--- src/rtl/cam_cmp_lutram_multi.sv ---
// Multi-entry LUTRAM compare CAM: one 32xENTRIES column-set per 5-bit key slice,
// single-cycle lookup, handshaked WRITE/INVALIDATE/FLUSH via a small update FSM.
module cam_cmp_lutram_multi #(
   parameter int unsigned  KEY_W   = 20,
   parameter int unsigned  ENTRIES = 8,
   localparam int unsigned IDX_W   = $clog2(ENTRIES)
) (
   input  logic               clk,
   input  logic               rst_n,
   input  logic               req_valid_i,
   output logic               req_ready_o,
   input  logic [1:0]         req_op_i,
   input  logic [IDX_W-1:0]   req_idx_i,
   input  logic [KEY_W-1:0]   req_key_i,
   input  logic [KEY_W-1:0]   cmp_key_i,
   output logic [ENTRIES-1:0] hit_o,
   output logic               hit_any_o,
   output logic [IDX_W-1:0]   hit_idx_o,
   output logic               multi_hit_o,
   output logic [ENTRIES-1:0] valid_o,
   input  logic [IDX_W-1:0]   rd_idx_i,
   output logic [KEY_W-1:0]   rd_key_o
);

   localparam int unsigned SLICES = (KEY_W + 4) / 5;
   localparam int unsigned PAD_W  = SLICES * 5;
   localparam int unsigned DEPTH  = 32;

   localparam logic [1:0] OP_WRITE = 2'd0;
   localparam logic [1:0] OP_INV   = 2'd1;
   localparam logic [1:0] OP_FLUSH = 2'd2;
   localparam logic [4:0] CNT_LAST = 5'(DEPTH - 1);

   typedef enum logic [1:0] {S_IDLE, S_CLEAR, S_SET, S_FLUSH} state_e;

   state_e                         state_q;
   logic [4:0]                     cnt_q;
   logic                           ready_q;
   logic                           set_pend_q;
   logic [IDX_W-1:0]               idx_q;
   logic [KEY_W-1:0]               old_key_q;
   logic [ENTRIES-1:0]             valid_q;
   logic [ENTRIES-1:0][KEY_W-1:0]  key_q;

   logic                           flush_we_c;
   logic                           bit_we_c;
   logic                           bit_val_c;
   logic [PAD_W-1:0]               waddr_pad_c;
   logic [PAD_W-1:0]               cmp_pad_c;
   logic [ENTRIES-1:0]             col_c [SLICES];
   logic [ENTRIES-1:0]             hit_c;
   logic [IDX_W-1:0]               hit_idx_c;

   // Update FSM; valid drops at accept so a half-updated entry never reports a hit
   always_ff @(posedge clk or negedge rst_n) begin
      if (!rst_n) begin
         state_q    <= S_FLUSH;
         cnt_q      <= '0;
         ready_q    <= 1'b0;
         set_pend_q <= 1'b0;
         idx_q      <= '0;
         old_key_q  <= '0;
         valid_q    <= '0;
         key_q      <= '0;
      end else begin
         case (state_q)
            S_IDLE: begin
               if (req_valid_i && ready_q) begin
                  case (req_op_i)
                     OP_WRITE: begin
                        valid_q[req_idx_i] <= 1'b0;
                        old_key_q          <= key_q[req_idx_i];
                        key_q[req_idx_i]   <= req_key_i;
                        idx_q              <= req_idx_i;
                        set_pend_q         <= 1'b1;
                        ready_q            <= 1'b0;
                        state_q            <= S_CLEAR;
                     end
                     OP_INV: begin
                        valid_q[req_idx_i] <= 1'b0;
                        old_key_q          <= key_q[req_idx_i];
                        idx_q              <= req_idx_i;
                        set_pend_q         <= 1'b0;
                        ready_q            <= 1'b0;
                        state_q            <= S_CLEAR;
                     end
                     OP_FLUSH: begin
                        valid_q <= '0;
                        cnt_q   <= '0;
                        ready_q <= 1'b0;
                        state_q <= S_FLUSH;
                     end
                     default: ;
                  endcase
               end
            end
            S_CLEAR: begin
               if (set_pend_q) begin
                  state_q <= S_SET;
               end else begin
                  ready_q <= 1'b1;
                  state_q <= S_IDLE;
               end
            end
            S_SET: begin
               valid_q[idx_q] <= 1'b1;
               ready_q        <= 1'b1;
               state_q        <= S_IDLE;
            end
            S_FLUSH: begin
               cnt_q <= cnt_q + 5'd1;
               if (cnt_q == CNT_LAST) begin
                  ready_q <= 1'b1;
                  state_q <= S_IDLE;
               end
            end
            default: state_q <= S_FLUSH;
         endcase
      end
   end

   // RAM write controls: CLEAR zeroes the old key's bit, SET raises the new key's bit
   always_comb begin
      flush_we_c  = (state_q == S_FLUSH);
      bit_we_c    = (state_q == S_CLEAR) || (state_q == S_SET);
      bit_val_c   = (state_q == S_SET);
      waddr_pad_c = (state_q == S_SET) ? PAD_W'(key_q[idx_q]) : PAD_W'(old_key_q);
   end

   assign cmp_pad_c = PAD_W'(cmp_key_i);

   genvar s;
   for (s = 0; s < SLICES; s++) begin : g_slice
      logic [ENTRIES-1:0] mem [DEPTH];
      logic [4:0]         waddr;
      logic [4:0]         raddr;

      assign waddr = waddr_pad_c[s*5 +: 5];
      assign raddr = cmp_pad_c[s*5 +: 5];

      always_ff @(posedge clk) begin
         if (flush_we_c) begin
            mem[cnt_q] <= '0;
         end else if (bit_we_c) begin
            mem[waddr][idx_q] <= bit_val_c;
         end
      end

      assign col_c[s] = mem[raddr];
   end

   always_comb begin
      hit_c = valid_q;
      for (int unsigned i = 0; i < SLICES; i++) begin
         hit_c = hit_c & col_c[i];
      end
   end

   // Lowest set index wins
   always_comb begin
      hit_idx_c = '0;
      for (int e = int'(ENTRIES) - 1; e >= 0; e--) begin
         if (hit_c[e]) hit_idx_c = IDX_W'(e);
      end
   end

   assign hit_o       = hit_c;
   assign hit_any_o   = |hit_c;
   assign hit_idx_o   = hit_idx_c;
   assign multi_hit_o = |(hit_c & (hit_c - ENTRIES'(1)));
   assign valid_o     = valid_q;
   assign req_ready_o = ready_q;
   assign rd_key_o    = key_q[rd_idx_i];

endmodule
--- config.mk ---
export PLATFORM = sky130hd
export DESIGN_NAME = cam_cmp_lutram_multi
export DESIGN_NICKNAME = d
export VERILOG_FILES = /design/src/rtl/cam_cmp_lutram_multi.sv
export SDC_FILE = /design/constraint.sdc
export NUM_CORES = 2
export LEC_CHECK = 0
export CAP_MARGIN = 15
export CORE_AREA = 2 2 389 391
export CTS_CLUSTER_DIAMETER = 80
export CTS_CLUSTER_SIZE = 14
export DETAILED_ROUTE_END_ITERATION = 10
export DIE_AREA = 0 0 391 393
export PLACE_DENSITY = 0.55
export SYNTH_ARGS = -nofsm -noshare
export SYNTH_HDL_FRONTEND = slang
export SYNTH_SLANG_ARGS = --single-unit
export TNS_END_PERCENT = 30
--- constraint.sdc ---
create_clock -name clk -period 27.1 [get_ports clk]
set_clock_uncertainty 0.1 [all_clocks]
set_input_delay 2.71 -clock clk [delete_from_list [all_inputs] [get_ports clk]]
set_output_delay 2.71 -clock clk [all_outputs]
set_load 0.02 [all_outputs]
Word-level counts from Yosys, hierarchy flattened
Memories as Yosys holds them, arrays and structs flattened. Index checks and enable logic that the tools add are counted.

Bits in registers: 200. Output and inout bits: 42. RAM bits: 1024. Bits of input ports: 51. Memories kept: 4. Logic and storage cells: 126.

Bitwise logic cells: 8. Add/sub/neg operators: 2. Equality and inequality tests: 12. Reduce and logical (&&, ||, !) cells: 24. Multiplexer cells: 56. Order comparisons: 5.

Memory list: g_slice[0].mem (words 32, width 8, rd ports 1, clocked after memory_dff 0, write ports 1, RTL line 134) `logic [ENTRIES-1:0] mem [DEPTH];`; g_slice[1].mem (words 32, width 8, rd ports 1, clocked after memory_dff 0, write ports 1, RTL line 134); g_slice[2].mem (words 32, width 8, rd ports 1, clocked after memory_dff 0, write ports 1, RTL line 134); g_slice[3].mem (words 32, width 8, rd ports 1, clocked after memory_dff 0, write ports 1, RTL line 134).

Operators by type and width (number): $bmux W20 S3 (3); $bwmux W160 (1); $mux W20 (5); $mux W8 (10); $demux W20 S3 (1); $and A8 B8 Y8 (6); $reduce_or A8 Y1 (6); $pmux W8 S2 (2); $mux W5 (6); $mux W3 (8); $reduce_and A3 Y1 (6); $lt A3 B4 Y1 const B (3); $mux W1 (10); $pmux W5 S2 (1); $not A8 Y8 (1); $or A8 B8 Y8 (1); $pmux W2 S4 (1); $sub A8 B1 Y8 const B (1); $demux W1 S3 (2); $eq A2 B2 Y1 const B (3); $ge A3 B1 Y1 const B (2); $mux W2 (3); $ne A2 B2 Y1 const B (3); $reduce_bool A2 Y1 (3); other kinds (14) (19).

Longest topological paths before layout
An unclocked memory read counts as a cell.

Depth after elaboration: 13. Depth in mapped cells: 14. Gate-level depth less buffers: 9.

Least setup slack after synthesis
No wires, ideal clock.

Kind: reg-to-reg. From: register state_q[1]. To: memory g_slice[0].mem[0][0], data pin. Data required time: 24.109 ns. Path slack: 10.624 ns. Data arrival time: 13.484 ns. Cell stages (with the launch flop): 2. Clock period less this slack: 16.476 ns. Buffers on the path: 0. Library setup time: 2.891 ns. Cells stage by stage: dfstp_2 > ha_1.

Word-level cells in the longest chain between the ends: 7.

Ends and longest elaborated chain: from (decl) (RTL line 36) `state_e state_q;`; from (signal assigned) (RTL line 57) `state_q <= S_FLUSH;`; from (signal assigned) (RTL line 77) `state_q <= S_CLEAR;`; from (signal assigned) (RTL line 85) `state_q <= S_CLEAR;`; $eq A2 B1 Y1 / $eq A2 B2 Y1 (equally long branches) (RTL line 125, 126); $logic_or A1 B1 Y1 (RTL line 125) `bit_we_c = (state_q == S_CLEAR) || (state_q == S_SET);`; $mux W1 (RTL line 144) `end else if (bit_we_c) begin`; $mux W1 (RTL line 142) `if (flush_we_c) begin`; $mux W8 (implied by the code) (RTL line 145) `mem[waddr][idx_q] <= bit_val_c;`; $reduce_or A8 Y1 (no line); $mux W8 (no line) *; to (decl) (RTL line 134).

Every way passes the cells marked *; elsewhere a longest branch is shown, timed or not.

Worst setup path in the final report
From: input port cmp_key_i[6]. To: output port multi_hit_o.

Word-level cells in the longest chain between the ends: 7.

Ends and longest elaborated chain: from (decl) (RTL line 15) `input logic [KEY_W-1:0] cmp_key_i,`; $mem_v2 Z32 W8 *; $and A8 B8 Y8 * (3 in series) (RTL line 155) `hit_c = hit_c & col_c[i];`; $sub A8 B1 Y8 (RTL line 170) `assign multi_hit_o = |(hit_c & (hit_c - ENTRIES'(1)));`; $and A8 B8 Y8 * (RTL line 170); $reduce_or A8 Y1 * (RTL line 170); to (decl) (RTL line 19) `output logic multi_hit_o,`.

Marks and branches as above.

==> flow_summary_export.csv <==
group,metric,value,unit
drt,post_drt_wl_per_cell,26.4,µm
logic_synthesis,syn_nets,4152,
timing,rsz0062_at_grt,"no",
worst_hold_path,worstHoldEndpoint,"old_key_q[17]",
grt,grt_usage,0.208,
timing,finalCritPeriodShare,0.371,
power,p_per_area,88.0,nW/µm²
grt,grt_pass1_wl,237,mm
logic_synthesis,syn_avg_cell_area,13.8,µm²
placement,placed_area,59300,µm²
logic_synthesis,yosysTopAreaCell,"edfxtp_1",
floorplanning,die-height,393,µm
clock_network,postCtsSetupBuffers,0,
cells_and_area,utilization,0.416,
worst_setup_path,cp_max_fo,46,
worst_hold_path,worstHoldStart,"old_key_q[17]",
drt,ant_nets,0,
timing,fin_tns_setup,0,ns
worst_hold_path,min_path_type,"reg2reg",
floorplanning,start_util,0.379,
cells_and_area,ff_latch_area,35800,µm²
timing,fmax,0.0994,GHz
power,irDropWorstVdd,60.0,µV
logic_synthesis,synth_area,56600,µm²
cells_and_area,n_fill_cell,13900,
floorplanning,coreArea,149000,µm²
drt,routed_wl,160,mm
grt,gr-total-overflow,0,
grt,grt_antenna_before_repair,3,
drt,drt-pass1-iter-count,6,
cells_and_area,syn_to_final_growth,9.78,%
cells_and_area,stdcell_area,62100,µm²
worst_setup_path,worstPathArrival,7.25,ns
worst_setup_path,end_kind,"output port",
logic_synthesis,yosys.area.top_type_share,0.543,
timing,layout_min_cycle_time,10.06,ns
power,p_leak,20.2,nW
clock_network,clock_sinks,1224,
clock_network,cts_resized,0,
cells_and_area,stdcell_count,6056,
drt,vias_per_cell,5.78,
timing,hold_viol,0,
worst_hold_path,whs_path_depth,1,
timing,finalWorstSetupSlack,17.04,ns
clock_network,clk_pin_slew,0.07,ns
logic_synthesis,synth_async_sr_flop_share,0.163,
worst_setup_path,rr_endpoint,"g_slice[2].mem[31][0]",
drt,vias,35000,
worst_setup_path,crit_family,"buffers and inverters",
logic_synthesis,yosysUniqueCellTypes,80,
logic_synthesis,ys.flop_type,"edfxtp_1",
clock_network,htree_num_levels,3,
worst_setup_path,ff2ff_path_depth,10,
placement,dp_cells,5913,
logic_synthesis,synth.most_common_cell,"nor2_1",
clock_network,ctsHoldBuffers,0,
worst_setup_path,slowest_stage,"a211oi_1",
timing,worst_pin_slew,1.17,ns
drt,drc,0,
worst_setup_path,worst_path_largest_cell_delay,0.78,ns
worst_setup_path,r2r_slack,22.12,ns
logic_synthesis,synth_seq_area_share,0.632,
cells_and_area,nNetsFinal,4132,
logic_synthesis,synth_area_leaders,"edfxtp_1, mux4_2, dfrtp_1",
cells_and_area,layout-drive-gt1-share,0.189,
clock_network,cts_tree,"yes",
cells_and_area,multi_input_area,19500,µm²
outcome,status,"finished, final reports clean",
clock_network,clk_path_buf_depth,3,
clock_network,clk_latency,0.74,ns
worst_setup_path,crit_chain,"buf_4 > buf_4 > mux4_2 > o22ai_1 > nor3_1 > nand4_1 > a211oi_1 > or2_2 > nor3_1 > o21ai_0 > o2bb2ai_1 > clkdlybuf4s50_1",
drt,dr.first_iter.drc_count,3801,
grt,grt_pass1_vias,35100,
logic_synthesis,synth_cells,4094,
worst_setup_path,start_kind,"input port",
worst_setup_path,worstPathRequired,24.29,ns
placement,gp_congestion,0.817,
floorplanning,boundaryPins,93,
logic_synthesis,yosys_warnings,0,
placement,dp_slack,17.04,ns
logic_synthesis,synth_commonest_cells,"nor2_1, edfxtp_1, mux4_2",
placement,numPortBuffers,92,
logic_synthesis,synth-edff-count,1024,
floorplanning,die_area,154000,µm²
job,maxCapViolCount,0,
worst_setup_path,cp_num_buf_inv,3,
grt,grt_max_degree,131,
placement,place_hpwl,98.9,mm
floorplanning,rows,142,
clock_network,cts_buffers,102,
timing,max-slew-margin-rel,0.220,
timing,setup_viol,0,
timing,finalMaxSlewViolations,0,
floorplanning,die_x,391,µm
worst_setup_path,rr_startpoint,"idx_q[2]",
logic_synthesis,ys_seq_elements,1224,
clock_network,root_buffer,"clkbuf_16",
worst_setup_path,criticalPathCategory,"in2out",
## cell usage in the layout, fill, tap and decap left out, types with 22 or more instances in the layout
master,count
a22oi_1,97
nor2b_1,63
clkbuf_1,22
buf_4,98
o21ai_0,45
edfxtp_1,1024
a22o_1,30
nand3_1,57
a31oi_1,33
clkdlybuf4s50_1,79
mux4_2,261
a21oi_1,44
nand4_1,30
nor3_1,22
a221oi_1,36
dfrtp_1,195
nand2_1,154
mux2i_1,121
clkbuf_16,102
mux2_2,210
nor2_1,1062
o22ai_1,26
a21o_1,27
## worst max path at each step
| stage | depth (start not counted) | slack (ns) | from | end |
|---|---|---|---|---|
| finish | 12 | 17.04 | cmp_key_i[6] | multi_hit_o |
| global route | 12 | 16.90 | cmp_key_i[6] | multi_hit_o |
| detailed placement | 12 | 17.04 | cmp_key_i[6] | multi_hit_o |
| global placement | 10 | 16.83 | cmp_key_i[19] | multi_hit_o |
| floorplan | 1 | 10.62 | state_q[1] | g_slice[0].mem[0][0] |
| CTS | 12 | 17.04 | cmp_key_i[6] | multi_hit_o |
## metal layers
metal / track usage / vias up / wire length, µm
met4: 0.0510 / 4 / 3710
met5: 0 / - / 28
met2: 0.337 / 1154 / 76500
li1: - / 15300 / -
met3: 0.0322 / 229 / 9830
met1: 0.292 / 18400 / 70000
## final cells by class
type	count	share of cell area
flip-flops and latches	1224	0.576
multi-input cells	2548	0.313
clock buffers	124	0.0424
well taps	1944	0.0391
repair buffers	185	0.0257
clock inverters	17	0.00294
inverters	13	0.000785
diodes	1	0.0000403
## worst reg2reg max path, cell delays in order, from the launching register on
cell	delay, ns
dfrtp_2	0.62
buf_4	0.59
and2_0	0.62
buf_4	0.27
a221o_1	0.14
o21ai_0	0.08
a31oi_1	0.54
nor2_1	0.43
or3_1	0.53
nand2b_1	0.44
nor2_1	0.27
## logic make-up (layout without fill, tap and decap cells)
logic type,after synthesis,in the layout,share of synthesized area
and+or+nand+nor,1527,1527,0.119
DFF,1224,1224,0.632
muxes,598,598,0.168
AOI/OAI and AO/OA,415,415,0.0523
buffers and inverters,322,339,0.0275
other,0,1,0
adders and majority gates,8,8,0.00172
## per-stage QoR
step	power, W	hold slack, ns
final	0.00547	0.373
after detailed placement	0.00412	0.361
after global routing	0.00569	0.387
after global placement	0.00410	0.354
after floorplan	0.00376	0.344
after CTS	0.00549	0.376
## state kept, by name, indices dropped and copies added (netlist names)
name,flops
cnt_q,5
g_slice.mem,1024
set_pend_q,1
state_q,2
valid_o,8
key_q,160
idx_q,3
old_key_q,20
req_ready_o,1
## where the power goes
part	internal, W	leakage, nW	switching (W)
clock	0.000693	1.36	0.000681
sequential	0.00242	12.0	0.000113
combinational	0.000392	6.79	0.00117
total	0.00350	20.2	0.00196
Note: power is estimated with default switching activity, not from simulation.
